`src/rtl/minx16_fetch_pkg.sv`:
```
// ============================================================================
// Module   : minx16_fetch_pkg
// Brief    : Shared types and default widths for the Minx16 fetch stage.
// Revision : 1.0 - initial release
// ============================================================================
`default_nettype none

package minx16_fetch_pkg;

    localparam int FETCH_W     = 16;
    localparam int FETCH_AW    = 16;
    localparam int FETCH_DEPTH = 2;

    typedef enum logic [1:0] {
        IDLE = 2'd0,
        REQ  = 2'd1,
        WAIT = 2'd2,
        DROP = 2'd3
    } fetch_state_t;

endpackage

`default_nettype wire

```
`src/rtl/minx16_fetch_fifo.sv`:
```
// ============================================================================
// Module   : minx16_fetch_fifo
// Brief    : DEPTH-entry synchronous FIFO; flush overrides push and pop.
// Revision : 1.0 - initial release
// ============================================================================
`default_nettype none

module minx16_fetch_fifo #(
    parameter int DW    = 32,
    parameter int DEPTH = 2,
    parameter int CW    = $clog2(DEPTH + 1)
) (
    input  logic          clk,
    input  logic          rst,
    input  logic          flush_i,
    input  logic          push_i,
    input  logic [DW-1:0] push_data_i,
    input  logic          pop_i,
    output logic [CW-1:0] count_o,
    output logic [DW-1:0] head_o
);

    localparam int PW = (DEPTH > 1) ? $clog2(DEPTH) : 1;

    logic [DW-1:0] mem_q [DEPTH];
    logic [PW-1:0] rd_ptr_q;
    logic [PW-1:0] wr_ptr_q;
    logic [CW-1:0] count_q;
    logic          push_en;
    logic          pop_en;

    // Pointers wrap explicitly so non-power-of-two depths work.
    function automatic logic [PW-1:0] ptr_inc(input logic [PW-1:0] p);
        return (p == PW'(DEPTH - 1)) ? '0 : p + PW'(1);
    endfunction

    assign push_en = push_i && (count_q < CW'(DEPTH));
    assign pop_en  = pop_i && (count_q != '0);

    always_ff @(posedge clk) begin
        if (rst) begin
            rd_ptr_q <= '0;
            wr_ptr_q <= '0;
            count_q  <= '0;
            for (int i = 0; i < DEPTH; i++) begin
                mem_q[i] <= '0;
            end
        end else if (flush_i) begin
            rd_ptr_q <= '0;
            wr_ptr_q <= '0;
            count_q  <= '0;
        end else begin
            if (push_en) begin
                mem_q[wr_ptr_q] <= push_data_i;
                wr_ptr_q        <= ptr_inc(wr_ptr_q);
            end
            if (pop_en) begin
                rd_ptr_q <= ptr_inc(rd_ptr_q);
            end
            count_q <= count_q + CW'(push_en) - CW'(pop_en);
        end
    end

    assign count_o = count_q;
    assign head_o  = mem_q[rd_ptr_q];

endmodule

`default_nettype wire

```
`src/rtl/minx16_fetch_unit.sv`:
```
// ============================================================================
// Module   : minx16_fetch_unit
// Brief    : Minx16 instruction fetch: one outstanding read, tagged FIFO.
// Revision : 1.0 - initial release
// ============================================================================
`default_nettype none

module minx16_fetch_unit
    import minx16_fetch_pkg::*;
#(
    parameter int W     = FETCH_W,
    parameter int AW    = FETCH_AW,
    parameter int DEPTH = FETCH_DEPTH
) (
    input  logic          clk,
    input  logic          rst,
    input  logic [AW-1:0] pc_q,
    output logic          pc_inc,
    output logic          pc_ld,
    output logic [AW-1:0] pc_d,
    output logic          imem_req,
    output logic [AW-1:0] imem_addr,
    input  logic          imem_ready,
    input  logic          imem_rvalid,
    input  logic [W-1:0]  imem_rdata,
    input  logic          redir_valid,
    input  logic [AW-1:0] redir_addr,
    output logic          ir_valid,
    output logic [W-1:0]  ir_data,
    output logic [AW-1:0] ir_pc,
    input  logic          ir_ready
);

    localparam int CW = $clog2(DEPTH + 1);

    fetch_state_t    state_q;
    fetch_state_t    state_d;
    logic [AW-1:0]   req_pc_q;
    logic [AW-1:0]   req_pc_d;
    logic [CW-1:0]   fifo_count;
    logic [W+AW-1:0] fifo_head;
    logic            push;
    logic            pop;
    logic            accept;
    logic [CW:0]     count_after;
    logic            slot_free;

    assign push        = (state_q == WAIT) && imem_rvalid && !redir_valid;
    assign pop         = ir_valid && ir_ready;
    assign count_after = {1'b0, fifo_count} + (CW+1)'(push) - (CW+1)'(pop);
    assign slot_free   = count_after < (CW+1)'(DEPTH);

    always_comb begin
        state_d  = state_q;
        imem_req = 1'b0;
        case (state_q)
            IDLE: if (slot_free) state_d = REQ;
            REQ: begin
                imem_req = 1'b1;
                if (imem_ready) state_d = WAIT;
            end
            WAIT: if (imem_rvalid) state_d = slot_free ? REQ : IDLE;
            DROP: if (imem_rvalid) state_d = IDLE;
            default: state_d = IDLE;
        endcase
        // A read still in flight after a redirect must be absorbed in DROP.
        if (redir_valid) begin
            imem_req = 1'b0;
            if (((state_q == WAIT) || (state_q == DROP)) && !imem_rvalid) begin
                state_d = DROP;
            end else begin
                state_d = IDLE;
            end
        end
    end

    assign accept   = imem_req && imem_ready;
    assign req_pc_d = accept ? pc_q : req_pc_q;

    always_ff @(posedge clk) begin
        if (rst) begin
            state_q  <= IDLE;
            req_pc_q <= '0;
        end else begin
            state_q  <= state_d;
            req_pc_q <= req_pc_d;
        end
    end

    minx16_fetch_fifo #(
        .DW    (W + AW),
        .DEPTH (DEPTH),
        .CW    (CW)
    ) u_fifo (
        .clk         (clk),
        .rst         (rst),
        .flush_i     (redir_valid),
        .push_i      (push),
        .push_data_i ({imem_rdata, req_pc_q}),
        .pop_i       (pop),
        .count_o     (fifo_count),
        .head_o      (fifo_head)
    );

    assign pc_inc    = accept;
    assign pc_ld     = redir_valid;
    assign pc_d      = redir_addr;
    assign imem_addr = pc_q;
    assign ir_valid  = (fifo_count != '0);
    assign ir_data   = fifo_head[W+AW-1:AW];
    assign ir_pc     = fifo_head[AW-1:0];

endmodule

`default_nettype wire

```
`config.mk`:
```
export PLATFORM = sky130hd
export DESIGN_NAME = minx16_fetch_unit
export DESIGN_NICKNAME = d
export VERILOG_FILES = /design/src/rtl/minx16_fetch_pkg.sv /design/src/rtl/minx16_fetch_fifo.sv /design/src/rtl/minx16_fetch_unit.sv
export SDC_FILE = /design/constraint.sdc
export NUM_CORES = 1
export LEC_CHECK = 0
export BUFFER_PORTS_ARGS = -buffer_cell sky130_fd_sc_hd__buf_4
export CAP_MARGIN = 20
export CORE_AREA = 2 2 89 91
export CTS_BUF_LIST = sky130_fd_sc_hd__clkbuf_16
export CTS_CLUSTER_DIAMETER = 30
export DETAILED_ROUTE_END_ITERATION = 16
export DIE_AREA = 0 0 91 93
export HOLD_SLACK_MARGIN = 0.12
export PLACE_DENSITY = 0.83
export SLEW_MARGIN = 25
export SYNTH_ARGS = -nofsm -noshare
export SYNTH_HDL_FRONTEND = slang
export SYNTH_SLANG_ARGS = --single-unit
```
`constraint.sdc`:
```
create_clock -name clk -period 3.5 [get_ports clk]
set_input_delay 0.525 -clock clk [delete_from_list [all_inputs] [get_ports clk]]
set_output_delay 0.525 -clock clk [all_outputs]
set_load 0.005 [all_outputs]
```
---- Word-level counts from Yosys, hierarchy flattened ----
Memories as Yosys holds them, arrays and structs flattened. A register that Yosys moved wholly into a read port is not among the register bits.
Index checks and enable logic that the tools add are counted.
word-level totals
  logic and storage cells ................. 59
  latch bits .............................. 0
  output and inout bits ................... 68
  input bits .............................. 54
  memories kept ........................... 1
  register bits ........................... 22
  RAM bits ................................ 64
  ROM bits ................................ 0
memory list
  name          depth  bits a word  rd ports  clocked after Yosys merged registers in  write ports  line                     source
  u_fifo.mem_q  2      32           1         1                                        2            minx16_fetch_fifo.sv:25  logic [DW-1:0] mem_q [DEPTH];
operators by class
  bitwise logic cells ..................... 0
  multiply operators ...................... 0
  reductions and logical operators ........ 15
  add/sub/neg operators ................... 6
  shift operators ......................... 0
  divide/modulo/power cells ............... 0
  magnitude comparators ................... 2
  muxes and demuxes ....................... 23
  equal/unequal tests ..................... 7
operators with widths
  cell                                                 count
  2-to-1 mux 32 bit                                    1
  OR reduction 32 bit                                  1
  2-to-1 mux 1 bit                                     15
  2-to-1 mux 2 bit                                     6
  inequality test 3 bit, second input constant         4
  one-hot mux 2 bit (4 select lines)                   1
  logical AND 1 bit                                    7
  equality test 2 bit, second input constant           2
  AND reduction 4 bit                                  1
  adder 2 x 1 -> 3 bit                                 1
  < comparator 3 x 2 -> 1 bit, second input constant   1
  subtractor 3 x 1 -> 3 bit                            1
  adder 1 bit, second input constant                   2
  adder 2 x 1 -> 2 bit                                 1
  equality test 2 x 1 -> 1 bit, second input constant  1
  zero test 1 bit                                      2
  zero test 2 bit                                      1
  < comparator 2 bit, second input constant            1
  nonzero test 2 bit                                   1
  OR reduction 2 bit                                   1
  subtractor 2 x 1 -> 2 bit                            1
  logical OR 1 bit                                     1

---- Longest topological paths before layout ----
  depth in word-level cells ............... 10
  gate-level depth with buffers ........... 8

---- Modules after synthesis ----
From an unflattened synthesis, not the netlist that was laid out.
second synthesis, totals
  cell total of the unflattened synthesis .. 322
  area, all modules ....................... 4,113.9 µm²
modules (own cells, without submodules)
  module             instances  area an instance (µm²)  cells an instance
  minx16_fetch_fifo  1          3,059.2                 197
  minx16_fetch_unit  1          1,054.8                 125

---- Worst setup path before layout ----
No wires, ideal clock.
  kind .................................... input port to flip-flop
  start ................................... in redir_valid
  end ..................................... mem u_fifo.mem_q[0][0], enable pin
  slack ................................... 1,282 ps
  stages on the path ...................... 4
  required time ........................... 3,112 ps
  arrival ................................. 1,830 ps
  library setup time ...................... 388 ps
  path through ............................ buf_4 nor3b_1 and3_1 a21o_1
RTL lines
  element      line                     source
  from (decl)  minx16_fetch_unit.sv:26  input logic redir_valid,
  to (decl)    minx16_fetch_fifo.sv:25

---- Worst setup path after layout ----
  start ................................... reg u_fifo.count_q[1], in the netlist u_fifo.count_o[1]
  end ..................................... reg state_q[0]
on the way
  word-level cells in the longest chain between the ends .. 8
RTL lines
  element                                                                       line                     source
  from (decl)                                                                   minx16_fetch_fifo.sv:28  logic [CW-1:0] count_q;
  from (signal assigned)                                                        minx16_fetch_fifo.sv:60  count_q <= count_q + CW'(push_en) - CW'(pop_en);
  parallel branches: the longest is 2 deep, another holds adder 2 x 1 -> 3 bit  n/a
  subtractor 3 x 1 -> 3 bit *                                                   minx16_fetch_unit.sv:50  assign count_after = {1'b0, fifo_count} + (CW+1)'(push) - (CW+1)'(pop);
  < comparator 3 x 2 -> 1 bit *                                                 minx16_fetch_unit.sv:51  assign slot_free = count_after < (CW+1)'(DEPTH);
  2-to-1 mux 1 bit                                                              minx16_fetch_unit.sv:62  WAIT: if (imem_rvalid) state_d = slot_free ? REQ : IDLE;
  2-to-1 mux 2 bit                                                              minx16_fetch_unit.sv:62
  one-hot mux 2 bit (4 select lines)                                            minx16_fetch_unit.sv:56  case (state_q)
  2-to-1 mux 2 bit                                                              minx16_fetch_unit.sv:67  if (redir_valid) begin
  to (signal assigned)                                                          minx16_fetch_unit.sv:85  state_q <= state_d;
  to (decl)                                                                     minx16_fetch_unit.sv:36  fetch_state_t state_q;
Mark *: on every way between the ends. The select of a mux whose other input is x is not followed.
A chain may end at the register's enable or synchronous reset.

==> metrics <==
Syn Area/Cell 12.6 µm²; critical path's top delay family adder cells; drt total wl between 7000 and 8000 µm; worst hold path type in2reg; Starting Density approximately 54%; maximum operating frequency 471 MHz; Clock Sinks 87; All-Layer GR Usage between 10% and 20%; Layout area overhead 19.0%; share of layout cells above drive strength 1 a little under a third; post-DR vias/cell 5.02; RSZ-0062 raised after global routing no; post-synth top area share 47.6%; CP required ~3.8 ns; first-pass GRT wire length approximately 11000 µm; # hold bufs at CTS 0; Final period util 60.6%; Longest Clk Path Bufs 2; Pins Over Slew Limit 0; Final HPWL DP 4670 µm; status completed; chip height 93 µm; wire per inst 14.8 µm; WP data arrival 2.39 ns; Largest stage delay, worst path a little under 0.5 ns; startpoint type of the worst setup path flip-flop; vias in the first global route between 2000 and 2500; Post-Syn Area a little over 4000 µm²; Yosys top cell by area edfxtp_1; number of buffers created by CTS 9; Place WS 1.25 ns; crit path kind reg2reg; Buffers on Ports 89; Fin. Hold Viols 0; CP Cell Sequence o21a_1 > ha_1 > inv_1 > nand3_1 > fa_1 > nor4b_1 > nand3_1 > o21ai_1; number of cell rows 32; Tmin final 2.12 ns; EDFF count, synth between 60 and 70; CORE AREA ~7500 µm²; Top FF cell, synth edfxtp_1; Congestion Overflow GR 0; Routed Antenna Nets 0; Final #Nets 434; vias 2426; power per cell area ~460 nW/µm²; Synth Net Count 378; Yosys cell types 29; YS warnings 0; commonest cells in the netlist 64 x and2_1, 64 x edfxtp_1, 36 x buf_4, 33 x nand2_1, 32 x mux2_1; Least-Margin Pin Slew 0.442 ns; Detailed Routing Iterations Pass 1 4; TritonCTS clock tree yes; Skew-Pair Late Insertion Delay 0.33 ns; final setup fails 0; CTS root buffer clkbuf_16; worst vdd ir 230 µV; Worst path most repeated cell nand3_1; initial DRC count 103; H-Tree Depth 3; Fillers 568; leakage 1.96 nW; crit path max fanout 5; CTS clk-pin slew, worst paths 0.06 ns; final setup margin between 1 and 1.5 ns; Post-CTS Resized 0; #FFs+latches synth 87; post-synthesis cell count 320; FFs w/ async S/R, synth 0%; initial antenna violation count 0; die area 8460 µm²; Worst setup EP type flip-flop; CP Buf/Inv Count 1; Rel. slew slack 70.5%; post-route setup TNS 0 ns; ranking of synthesized cells by area edfxtp_1 48%, dfxtp_1 11%, and2_1 9.9%; Clock Skew 0.00649 ns; Antenna Cells 0; # Max-Cap Violations 0; sequential share of the synthesized area 59.0%; Post-route DRC 0; largest net degree at the start of global routing 33; num ports ~120; crit path max-delay cell type fa_1; post-CTS setup buffers 0; Die X just over 90 µm; GPL Wtd Cong 0.743
[stage by stage]
| step | hold slack [ns] | power (mW) | utilization, % | std cells | instance area [µm²] |
|---|---|---|---|---|---|
| final | 0.448 | 2.21 | 63.8 | 483 | 4810 |
| after floorplan | 0.440 | 1.24 | - | 320 | 4040 |
| after detailed placement | 0.454 | 1.31 | 59.9 | 467 | 4510 |
| after global routing | 0.452 | 2.28 | 63.8 | 483 | 4810 |
| after global placement | 0.447 | 1.30 | 59.9 | 467 | 4510 |
| after CTS | 0.445 | 2.23 | 63.8 | 483 | 4810 |
[final timing paths]
kind / start / cells after the start / to / slack, ns
max: u_fifo.count_o[1]$_SDFF_PP0_ / 8 / state_q[0]$_SDFFE_PP0P_ / 1.38
min: pc_q[7] / 3 / req_pc_q[7]$_SDFFE_PP0P_ / 0.45
max reg2reg: u_fifo.count_o[1]$_SDFF_PP0_ / 8 / state_q[0]$_SDFFE_PP0P_ / 1.38
min reg2reg: req_pc_q[3]$_SDFFE_PP0P_ / 2 / req_pc_q[3]$_SDFFE_PP0P_ / 0.46
[state kept, by name (all words and copies together), names as in the netlist, named ones only]
| register | cells |
|---|---|
| state_q | 2 |
| u_fifo.rd_ptr_q | 1 |
| u_fifo.count_o | 2 |
| u_fifo.wr_ptr_q | 1 |
| u_fifo.mem_q | 64 |
| req_pc_q | 16 |
[placed cells by master (no fill, tap or decap)]
cell type    n
and2_1      64
a21oi_1     17
nand2b_1     1
inv_1        5
buf_4       95
clkinv_2     2
fa_1         1
nand4bb_4    1
nor4b_1      1
clkinvlp_4   1
nand2_1     33
and3_1       1
edfxtp_1    64
nor3_1       4
xnor2_1      4
mux2_1      32
inv_2        2
nor4_4       2
nand3_1      2
o21ai_1      1
a2bb2oi_1    1
o21a_1       1
clkinv_4     3
nor2_1       1
clkbuf_16    9
ha_1         3
a21o_1       2
dfxtp_1     23
nand4bb_1    1
nor3b_1      3
bufinv_16    1
[report_power, final]
| part | leakage [nW] | internal (mW) | switching (mW) |
|---|---|---|---|
| logic | 0.964 | 0.0735 | 0.0623 |
| clock network | 0.145 | 0.553 | 0.379 |
| registers | 0.847 | 1.13 | 0.0113 |
| total | 1.96 | 1.76 | 0.452 |
[cells by family (layout without fill, tap and decap cells)]
family | after synthesis | count (layout) | share of synthesized area [%]
adder cells (fa/ha/maj) | 4 | 4 | 1.42
AO/OA/AOI/OAI | 22 | 22 | 3.00
multiplexers | 32 | 32 | 8.92
XOR/XNOR | 4 | 4 | 0.867
buffers and inverters | 57 | 118 | 9.91
AND/OR/NAND/NOR | 114 | 114 | 16.9
flip-flops | 87 | 87 | 59.0
[routing by layer]
layer	up-vias	share of wire, %	global-route usage, %
met5	-	0	0
met4	0	1.5	8.59
met3	17	4.5	2.66
met2	73	53	31.4
met1	1160	41	19.4
li1	1176	-	-
[worst reg2reg max path, stage by stage, from the launching register on]
cell,delay (ns)
dfxtp_1,0.44
o21a_1,0.21
ha_1,0.24
inv_1,0.08
nand3_1,0.10
fa_1,0.49
nor4b_1,0.31
nand3_1,0.12
o21ai_1,0.07
[layout make-up]
class / instances / area, µm² / area share (%)
Sequential cell: 87 / 2380 / 49.6
Clock buffer: 9 / 225 / 4.69
Multi-Input combinational cell: 176 / 1260 / 26.2
Inverter: 7 / 26.3 / 0.547
Timing Repair Buffer: 95 / 713 / 14.8
Tap cell: 102 / 128 / 2.66
Clock inverter: 7 / 73.8 / 1.54
No activity file was read; power rests on OpenSTA's default activity.
